**src/rtl/gmii_tx_scheduler_pkg.sv**
```systemverilog
// Shared types and constants for the GMII transmit scheduler.
// One-hot FSM encoding, framing bytes and counter widths.
package gmii_tx_sched_pkg;

  typedef enum logic [5:0] {
    ST_IDLE     = 6'b000001,
    ST_PREAMBLE = 6'b000010,
    ST_SFD      = 6'b000100,
    ST_DATA     = 6'b001000,
    ST_PAD      = 6'b010000,
    ST_IPG      = 6'b100000
  } state_t;

  localparam logic [7:0] PREAMBLE_BYTE = 8'h55;
  localparam logic [7:0] SFD_BYTE      = 8'hD5;

  localparam int PRE_W  = 4;
  localparam int BYTE_W = 11;
  localparam int IPG_W  = 8;

endpackage

```
**src/rtl/gmii_tx_scheduler_if.sv**
```systemverilog
// Byte-stream source handshake into the GMII transmit scheduler.
// master = frame source, slave = scheduler.
interface gmii_tx_scheduler_if;

  logic       valid;
  logic [7:0] data;
  logic       last;
  logic       err;
  logic       ready;

  modport master (
    output valid, data, last, err,
    input  ready
  );

  modport slave (
    input  valid, data, last, err,
    output ready
  );

endinterface

```
**src/rtl/gmii_tx_scheduler_rr_arb2.sv**
```systemverilog
// Two-requester round-robin arbiter; pointer moves only on grant issue.
// After reset src0 wins a tie.
module rr_arb2 (
  input  logic       clk,
  input  logic       rst_n,
  input  logic [1:0] req,
  input  logic       advance,
  output logic [1:0] gnt
);

  logic last1;

  always_comb begin
    gnt = 2'b00;
    unique case (1'b1)
      (req == 2'b11): gnt = last1 ? 2'b01 : 2'b10;
      (req == 2'b01): gnt = 2'b01;
      (req == 2'b10): gnt = 2'b10;
      default:        gnt = 2'b00;
    endcase
  end

  always_ff @(posedge clk or negedge rst_n) begin
    if (!rst_n) begin
      last1 <= 1'b1;
    end else if (advance && (gnt != 2'b00)) begin
      last1 <= gnt[1];
    end
  end

endmodule

```
**src/rtl/gmii_tx_scheduler.sv**
```systemverilog
// GMII transmit scheduler: two sources, round-robin per frame, preamble/SFD, IPG.
// Optional minimum-length padding when GMII_TX_MIN_PAD_EN is defined.
module gmii_tx_scheduler
  import gmii_tx_sched_pkg::*;
#(
  parameter int unsigned IPG_BYTES    = 12,
  parameter int unsigned PREAMBLE_LEN = 7,
  parameter int unsigned MIN_FRAME    = 60
) (
  input  logic               GTX_CLK,
  input  logic               mr_main_reset,
  gmii_tx_scheduler_if.slave src0,
  gmii_tx_scheduler_if.slave src1,
  input  logic               transmitting,
  output logic [7:0]         TXD,
  output logic               TX_EN,
  output logic               TX_ER,
  output logic [1:0]         grant,
  output logic               busy
);

  localparam logic [PRE_W-1:0]  PreLast = PRE_W'(PREAMBLE_LEN - 1);
  localparam logic [IPG_W-1:0]  IpgLoad = IPG_W'(IPG_BYTES);
  localparam logic [BYTE_W-1:0] ByteMax = '1;
`ifdef GMII_TX_MIN_PAD_EN
  localparam logic [BYTE_W-1:0] MinLen  = BYTE_W'(MIN_FRAME);
`endif

  if (IPG_BYTES < 1 || IPG_BYTES > 255 ||
      PREAMBLE_LEN < 1 || PREAMBLE_LEN > 15 ||
      MIN_FRAME < 1 || MIN_FRAME > 2047) begin : g_bad_param
    $error("gmii_tx_scheduler: parameter out of range");
  end

  state_t              state;
  logic [PRE_W-1:0]    pre_cnt;
  logic [BYTE_W-1:0]   byte_cnt;
  logic [BYTE_W-1:0]   byte_nx;
  logic [IPG_W-1:0]    ipg_cnt;
  logic [1:0]          req;
  logic [1:0]          gnt;
  logic                advance;
  logic                g_valid;
  logic                g_last;
  logic                g_err;
  logic [7:0]          g_data;

  assign src0.ready = (state == ST_DATA) && grant[0];
  assign src1.ready = (state == ST_DATA) && grant[1];

  assign req     = {src1.valid, src0.valid};
  assign advance = (state == ST_IDLE) && !transmitting && (req != 2'b00);

  assign g_valid = grant[1] ? src1.valid : src0.valid;
  assign g_last  = grant[1] ? src1.last  : src0.last;
  assign g_err   = grant[1] ? src1.err   : src0.err;
  assign g_data  = grant[1] ? src1.data  : src0.data;

  assign byte_nx = (byte_cnt == ByteMax) ? byte_cnt : byte_cnt + 1'b1;

  rr_arb2 u_arb (
    .clk     (GTX_CLK),
    .rst_n   (mr_main_reset),
    .req     (req),
    .advance (advance),
    .gnt     (gnt)
  );

  // Outputs are written on the edge leaving a state, so TXD lags state by one.
  always_ff @(posedge GTX_CLK or negedge mr_main_reset) begin
    if (!mr_main_reset) begin
      state    <= ST_IDLE;
      pre_cnt  <= '0;
      byte_cnt <= '0;
      ipg_cnt  <= '0;
      TXD      <= '0;
      TX_EN    <= 1'b0;
      TX_ER    <= 1'b0;
      grant    <= '0;
      busy     <= 1'b0;
    end else begin
      unique case (state)
        ST_IDLE: begin
          TXD   <= '0;
          TX_EN <= 1'b0;
          TX_ER <= 1'b0;
          if (advance) begin
            grant   <= gnt;
            busy    <= 1'b1;
            pre_cnt <= '0;
            state   <= ST_PREAMBLE;
          end
        end
        ST_PREAMBLE: begin
          TXD   <= PREAMBLE_BYTE;
          TX_EN <= 1'b1;
          TX_ER <= 1'b0;
          if (pre_cnt == PreLast) state <= ST_SFD;
          else pre_cnt <= pre_cnt + 1'b1;
        end
        ST_SFD: begin
          TXD      <= SFD_BYTE;
          TX_EN    <= 1'b1;
          TX_ER    <= 1'b0;
          byte_cnt <= '0;
          state    <= ST_DATA;
        end
        ST_DATA: begin
          TX_EN <= 1'b1;
          if (g_valid) begin
            TXD      <= g_data;
            TX_ER    <= g_err;
            byte_cnt <= byte_nx;
            if (g_last) begin
`ifdef GMII_TX_MIN_PAD_EN
              if (byte_nx < MinLen) begin
                state <= ST_PAD;
              end else begin
                grant   <= '0;
                ipg_cnt <= IpgLoad;
                state   <= ST_IPG;
              end
`else
              grant   <= '0;
              ipg_cnt <= IpgLoad;
              state   <= ST_IPG;
`endif
            end
          end else begin
            // underrun: PCS turns this into /V/
            TXD   <= '0;
            TX_ER <= 1'b1;
          end
        end
`ifdef GMII_TX_MIN_PAD_EN
        ST_PAD: begin
          TXD      <= '0;
          TX_EN    <= 1'b1;
          TX_ER    <= 1'b0;
          byte_cnt <= byte_nx;
          if (byte_nx >= MinLen) begin
            grant   <= '0;
            ipg_cnt <= IpgLoad;
            state   <= ST_IPG;
          end
        end
`endif
        ST_IPG: begin
          TXD   <= '0;
          TX_EN <= 1'b0;
          TX_ER <= 1'b0;
          grant <= '0;
          if (ipg_cnt == '0) begin
            busy  <= 1'b0;
            state <= ST_IDLE;
          end else begin
            ipg_cnt <= ipg_cnt - 1'b1;
          end
        end
        default: begin
          TXD   <= '0;
          TX_EN <= 1'b0;
          TX_ER <= 1'b0;
          grant <= '0;
          busy  <= 1'b0;
          state <= ST_IDLE;
        end
      endcase
    end
  end

endmodule

```
**src/flat_wrapper.sv**
```systemverilog
// flat-port wrapper written by rule: the top's interface ports become plain ports
module gmii_tx_scheduler_flat import gmii_tx_sched_pkg::*;
#(
  parameter int unsigned IPG_BYTES    = 12,
  parameter int unsigned PREAMBLE_LEN = 7,
  parameter int unsigned MIN_FRAME    = 60
)
  (GTX_CLK, mr_main_reset, transmitting, TXD, TX_EN, TX_ER, grant, busy, src0_valid, src0_data, src0_last, src0_err, src0_ready, src1_valid, src1_data, src1_last, src1_err, src1_ready);
  gmii_tx_scheduler_if src0_i ();
  gmii_tx_scheduler_if src1_i ();
  input  logic GTX_CLK;
  input  logic mr_main_reset;
  input  logic transmitting;
  output logic [7:0] TXD;
  output logic TX_EN;
  output logic TX_ER;
  output logic [1:0] grant;
  output logic busy;
  input wire logic [$bits(src0_i.valid)-1:0] src0_valid;
  input wire logic [$bits(src0_i.data)-1:0] src0_data;
  input wire logic [$bits(src0_i.last)-1:0] src0_last;
  input wire logic [$bits(src0_i.err)-1:0] src0_err;
  output wire logic [$bits(src0_i.ready)-1:0] src0_ready;
  input wire logic [$bits(src1_i.valid)-1:0] src1_valid;
  input wire logic [$bits(src1_i.data)-1:0] src1_data;
  input wire logic [$bits(src1_i.last)-1:0] src1_last;
  input wire logic [$bits(src1_i.err)-1:0] src1_err;
  output wire logic [$bits(src1_i.ready)-1:0] src1_ready;
  assign src0_i.valid = src0_valid;
  assign src0_i.data = src0_data;
  assign src0_i.last = src0_last;
  assign src0_i.err = src0_err;
  assign src0_ready = src0_i.ready;
  assign src1_i.valid = src1_valid;
  assign src1_i.data = src1_data;
  assign src1_i.last = src1_last;
  assign src1_i.err = src1_err;
  assign src1_ready = src1_i.ready;
  gmii_tx_scheduler #(.IPG_BYTES(IPG_BYTES), .PREAMBLE_LEN(PREAMBLE_LEN), .MIN_FRAME(MIN_FRAME)) u_core (.GTX_CLK(GTX_CLK), .mr_main_reset(mr_main_reset), .src0(src0_i), .src1(src1_i), .transmitting(transmitting), .TXD(TXD), .TX_EN(TX_EN), .TX_ER(TX_ER), .grant(grant), .busy(busy));
endmodule
```
**config.mk**
```make
export PLATFORM = sky130hd
export DESIGN_NAME = gmii_tx_scheduler_flat
export DESIGN_NICKNAME = d
export VERILOG_FILES = /design/src/rtl/gmii_tx_scheduler_pkg.sv /design/src/rtl/gmii_tx_scheduler_if.sv /design/src/rtl/gmii_tx_scheduler_rr_arb2.sv /design/src/rtl/gmii_tx_scheduler.sv /design/src/flat_wrapper.sv
export SDC_FILE = /design/constraint.sdc
export NUM_CORES = 1
export LEC_CHECK = 0
export CORE_ASPECT_RATIO = 0.75
export CORE_UTILIZATION = 51
export DETAILED_ROUTE_END_ITERATION = 16
export HOLD_SLACK_MARGIN = 0.1
export MAX_ROUTING_LAYER = met4
export PLACE_DENSITY = 0.88
export SLEW_MARGIN = 20
export SYNTH_ARGS = -nofsm -noshare
export SYNTH_HDL_FRONTEND = slang
export SYNTH_SLANG_ARGS = --single-unit
```
**constraint.sdc**
```tcl
create_clock -name GTX_CLK -period 4.2 [get_ports GTX_CLK]
set_input_delay 0.84 -clock GTX_CLK [delete_from_list [all_inputs] [get_ports GTX_CLK]]
set_output_delay 0.84 -clock GTX_CLK [all_outputs]
set_load 0.005 [all_outputs]
```
; ---- After elaboration in Yosys (flattened, before gate mapping)
; Index checks and enable logic that the tools add are counted.
[classes]
n_addsub = 2
eq_ne = 16
muxes = 31
n_bitwise = 2
reduce_logical = 18
[ops]
columns = operator, n
row1 = $mux W8, 5
row2 = $mux W6, 5
row3 = $pmux W6 S5, 1
row4 = $pmux W8 S3, 1
row5 = $pmux W8 S2, 1
row6 = $pmux W2 S3, 2
row7 = $logic_not A8 Y1, 1
row8 = $mux W1, 8
row9 = $mux W2, 4
row10 = $mux W4, 2
row11 = $ne A2 B1 Y1 const B, 4
row12 = $pmux W4 S2, 1
row13 = $reduce_and A4 Y1, 2
row14 = $reduce_bool A2 Y1, 4
row15 = $sub A8 B1 Y8 const B, 1
row16 = $eq A6 B1 Y1 const B, 1
row17 = $eq A6 B2 Y1 const B, 1
row18 = $eq A6 B3 Y1 const B, 1
row19 = $eq A6 B4 Y1 const B, 1
row20 = $eq A6 B6 Y1 const B, 1
row21 = $ne A2 B2 Y1 const B, 3
row22 = $reduce_and A3 Y1, 2
row23 = $logic_and A1 B1 Y1, 5
row24 = $reduce_and A5 Y1, 1
row25 = other kinds (9), 11
[totals]
register_bits = 32
input_bits = 25
out_inout_bits = 15
word_cells = 78

; ---- Longest topological paths before layout
[logic_depth]
depth_word = 5
mapped_depth = 6
ltp_nobuf = 6

; ---- Cells and area by module
; From an unflattened synthesis, not the netlist that was laid out.
[unflattened]
cells_unflattened = 158
hier_area_um2 = 1631.6
[by_module_without_submodules]
columns = mod, n_inst, cells_each, area_each_um2, seq_area_each_um2
row1 = gmii_tx_scheduler, 1, 152, 1575.3, 752.0
row2 = rr_arb2, 1, 6, 56.3, 26.3

; ---- Worst setup path before layout
; Ideal clock, no wire load.
[synth_timing]
path_type = flip-flop to output port
from = reg u_core.grant[1]
to = out src1_ready
t_arrival_ns = 1.037
required_time_ns = 3.360
slack_ns = 2.323
path_stages_with_launch = 3
n_path_buf = 1
path_cell_list = dfrtp_1 -> buf_1 -> and3_1
[synth_between]
elab_chain_cells = 1
[synth_rtl]
columns = item, line_no
row1 = "start, declared", gmii_tx_scheduler.sv:18  ; output logic [1:0] grant,
row2 = "start signal, assigned", gmii_tx_scheduler.sv:88  ; grant <= gnt;
row3 = $logic_and A1 B1 Y1, gmii_tx_scheduler.sv:49  ; assign src1.ready = (state == ST_DATA) && grant[1];
row4 = "end, declared", flat_wrapper.sv:28  ; output wire logic [$bits(src1_i.ready)-1:0] src1_ready;
; Every way passes these cells.

; ---- Worst setup path after layout
[layout_timing]
from = reg u_core.state[2]
to = out src0_ready
[layout_between]
elab_chain_cells = 2
[layout_rtl]
columns = item, line_no
row1 = "start, declared", gmii_tx_scheduler.sv:35  ; state_t state;
row2 = "start signal, assigned", gmii_tx_scheduler.sv:72  ; state <= ST_IDLE;
row3 = "start signal, assigned", gmii_tx_scheduler.sv:91  ; state <= ST_PREAMBLE;
row4 = "start signal, assigned", gmii_tx_scheduler.sv:98  ; if (pre_cnt == PreLast) state <= ST_SFD;
row5 = $eq A6 B4 Y1, gmii_tx_scheduler.sv:48  ; assign src0.ready = (state == ST_DATA) && grant[0];
row6 = $logic_and A1 B1 Y1, gmii_tx_scheduler.sv:48
row7 = "end, declared", flat_wrapper.sv:23  ; output wire logic [$bits(src0_i.ready)-1:0] src0_ready;
; Every way passes these cells.

==> results.txt <==
The flow ran to the end, and the final reports show no timing, DRC or antenna violations. Setup violations remaining at the end of the flow were counted as 0. The final cycle utilization of the critical path came out at 65.0%. For this design the static power due to leakage is 0.930 nW. Routability-driven placement finished with a final weighted congestion of 0.814.

The worst reg-to-reg setup slack came out at 2.20 ns. The depth of the worst register-to-register path is 6. The setup slack of the critical path after layout is 1.47 ns. The maximum number of pins on one net before global-route repair is 32.

Setup repair after global routing left no endpoint under its margin. Per report_power, the sequential group accounts for 41.4% of the total. The via count of the first global-routing pass was 1276. The overall global routing resource usage is 25.7%. The count of buffers inserted at the top-level ports came out at 39. The startpoint identified for the worst register-to-register timing path is u_core.ipg_cnt[1].

The worst hold-check path type is flop to flop. The switching component of the power came out at 358 µW. The type of destination of the critical path is an output pin. The part of the power in the clock network came out at 26.9%. The data arrival time at the worst-slack endpoint came out at 1.89 ns. The worst setup path is of the flop to output pin kind.

From synthesis to final layout, the design area changed by 35.9%. At the worst endpoint, the required time is 3.36 ns. In this run, the combinational gates consume 31.7% of the power.

The non-filler instance count after layout came out at 220. The proportion of total power due to net switching came out at 31.8%. The terminus of the critical flop-to-flop path is u_core.busy. The maximum number of buffers from clock root to sink is 2. The routed wire length on met3 came out at 191 µm. The number of buffers created by CTS came out at 5. For this run, asynchronously set or reset flops after synthesis account for 100%. Dividing the detail-routed wire length by the instance count gives 15.9 µm. After detailed routing, the wire length on met1 is 1570 µm. The ratio of routed vias to standard cells came out at 5.72. The starting DRC count in detailed routing came out at 45.

The final setup skew came out at 0.00999 ns. CTS built an H-tree with a depth of 2. At the pin with the least slew margin, the transition time is 0.602 ns.

Of all nets on the critical path, the largest fanout is 10. The number of antenna diodes is 0. The post-synthesis cell area is 1540 µm². The fill cell total of the finished layout came out at 197. The global-route wire length before repair came out at 5900 µm. In this run, placement finished with an instance count of 212. The proportion of synthesized chip area in sequential cells is 50.7%. The max-slew violation total from the final report came out at 0.

The core area is 2720 µm². Wire segments on met2 add up to 1650 µm in the final route. Counting instances, the worst hold path has a depth of 1. The worst IR drop on VDD came out at 0.491 mV.

The starting density of the core came out at 56.4%. The number of cell rows came out at 16. The root buffer selected by CTS is clkbuf_8. The number of iterations in the first detailed-routing pass is 4. The share of post-route cells with drive strength above 1 came out at 9.78%. The number of enable flip-flop cells after synthesis is 0. The CTS sink count came out at 31.

The worst-skew pair later-pin latency came out at 0.29 ns. The die outline height came out at 49.5 µm. The die area came out at 3240 µm². The count of nets after finishing came out at 212.

The minimum clock period came out at 2.73 ns. The aggregate routed wire length came out at 3490 µm. The number of distinct standard cells referenced by the synthesized netlist came out at 45.

The sort of element at the start of the critical path is a flop. The TritonCTS clock tree is done. For this run, the number of Yosys warnings is 0. The highest metal layer carrying signal wires in the routed design is met4. In this run the remaining antenna-violating nets after routing total 0. The power per unit of standard cell area is 539 nW/µm².

The clock-pin slew reported for the worst setup and hold paths after clock tree synthesis is 0.07 ns. The internal portion of the total power is 768 µW. The number of nets in the synthesized netlist is 167. The detailed-route DRC error count is 0. Detailed placement ended at an HPWL of 2570 µm. The number of maximum-capacitance constraint violations is 0. Global routing finished with a remaining overflow of 0.

Adding up every negative setup slack in the final design gives 0 ns. In this run the post-CTS setup repair buffer count came out at 0. The worst-case setup slack after placement is 1.71 ns. The mean post-synth cell area came out at 11.1 µm².

The number of antenna violations at the first check in global routing is 0. The path with the worst hold slack has its endpoint at u_core.ipg_cnt[4]. The count of cells resized by post-cts repair is 0. The quantity of hold-fixing buffers added after cts is 0. The via total after detailed routing is 1259. The total power after layout is 1.13 mW. The number of endpoints with negative hold slack in the final report is 0. The horizontal die dimension came out at 65.4 µm.

The dominant register cell in the synthesized netlist is dfrtp_1. The achievable clock frequency came out at 366 MHz. At the end of the flow the core is filled with cells to 76.7%. The number of ports placed on the die boundary came out at 40. The headroom to the max-slew limit came out at 59.8%. The worst hold path begins at u_core.ipg_cnt[4]. The cell count after synthesis is 138. In this run, synthesis produced a sequential element count of 31.
==> synthesized netlist by cell type, types with 2 or more instances <==
library cell   n  area share (%)
a21oi_1        3            0.98
and3_1         5             2.0
dfrtp_1       29              47
dfstp_2        2             3.4
ha_1           4             3.3
inv_1          4            0.98
mux2i_1       10             6.5
nand2_1       10             2.4
nand2b_1       4             1.6
nand3_1        4             1.3
nand3b_1       3             1.5
nand4_1        2            0.81
nor2_1         6             1.5
nor2b_1        3             1.2
nor3_1         2            0.65
nor4_1         2            0.81
o21ai_0        9             2.9
o22ai_1        3             1.2
or3_1          5             2.0
xor2_1         3             1.7
==> per-layer routing <==
metal | vias up | track usage, %
li1 | 608 | -
met4 | 0 | 12.7
met3 | 12 | 6.02
met5 | - | -
met2 | 36 | 36.9
met1 | 603 | 34.2
==> final cells by class <==
class                           instances  area (µm²)  area share (%)
Multi-Input combinational cell        101         733            35.1
Timing Repair Buffer                   40         398            19.1
Clock buffer                            6        82.6            3.96
Sequential cell                        31         778            37.3
Tap cell                               36        45.0            2.16
Inverter                                4        15.0           0.719
Clock inverter                          2        35.0            1.68
==> flip-flops by register name, indices dropped and copies added, names as in the netlist <==
name and count:
u_core.pre_cnt 4, u_core.ipg_cnt 8, u_core.busy 1, u_core.TX_ER 1, u_core.u_arb.last1 1, u_core.grant 2, u_core.TX_EN 1, u_core.state 5
u_core.TXD 8
==> critical path, stage by stage, from the launching register on <==
cell	delay, ns
dfrtp_1	0.45
nor3_4	0.44
and3_1	0.22
clkdlybuf4s50_1	0.50
==> per-stage QoR <==
stage / hold slack [ns] / cell area, µm²
after floorplan: 0.467 / 1540
after global placement: 0.490 / 1970
after detailed placement: 0.507 / 1970
after CTS: 0.517 / 2090
after global routing: 0.544 / 2090
final: 0.517 / 2090
==> kinds of logic (layout without fill, tap and decap cells) <==
kind of cell	Yosys count	count (layout)	share of synthesized area, %
and+or+nand+nor	53	53	20.9
buffers and inverters	6	52	1.55
adders and majority gates	4	4	3.26
xor gates and xnor gates	3	3	1.71
AOI/OAI and AO/OA	30	30	14.6
muxes	11	11	7.25
DFF	31	31	50.7
==> worst max path at each step <==
stage / start / depth (start not counted) / slack [ns] / end
final: u_core.state[2] / 3 / 1.47 / src0_ready
after floorplan: u_core.grant[1] / 2 / 2.32 / src1_ready
after global routing: u_core.state[1] / 3 / 1.37 / src0_ready
after CTS: u_core.state[2] / 3 / 1.46 / src0_ready
after detailed placement: src0_valid / 5 / 1.71 / u_core.ipg_cnt[4]
after global placement: u_core.state[2] / 3 / 1.78 / src0_ready
==> power groups by stage <==
stage          Sequential [mW]  Combinational [mW]  Clock (mW)
2_1_floorplan            0.435               0.230           0
3_3_place_gp             0.464               0.337           0
3_5_place_dp             0.469               0.351           0
4_1_cts                  0.466               0.358       0.303
5_1_grt                  0.479               0.391       0.318
6_report                 0.467               0.357       0.303
==> layout by cell type, fill, tap and decap left out, drive strengths merged, types with 2 or more instances in the layout <==
| cell | synthesis | layout |
|---|---|---|
| and3 | 5 | 5 |
| mux2i | 10 | 10 |
| dfrtp | 29 | 29 |
| nand3 | 4 | 4 |
| ha | 4 | 4 |
| o21ai | 9 | 9 |
| o22ai | 3 | 3 |
| nor2 | 6 | 6 |
| nor3 | 3 | 3 |
| nand3b | 3 | 3 |
| o211ai | 2 | 2 |
| inv | 4 | 4 |
| or3 | 5 | 5 |
| nand2 | 10 | 10 |
| clkbuf | 0 | 6 |
| nor2b | 3 | 3 |
| a21oi | 3 | 3 |
| clkdlybuf4s50 | 0 | 39 |
| nor4 | 2 | 2 |
| nand4 | 2 | 2 |
| xor2 | 3 | 3 |
| dfstp | 2 | 2 |
| nand2b | 4 | 4 |
No activity file was read; power rests on OpenSTA's default activity.
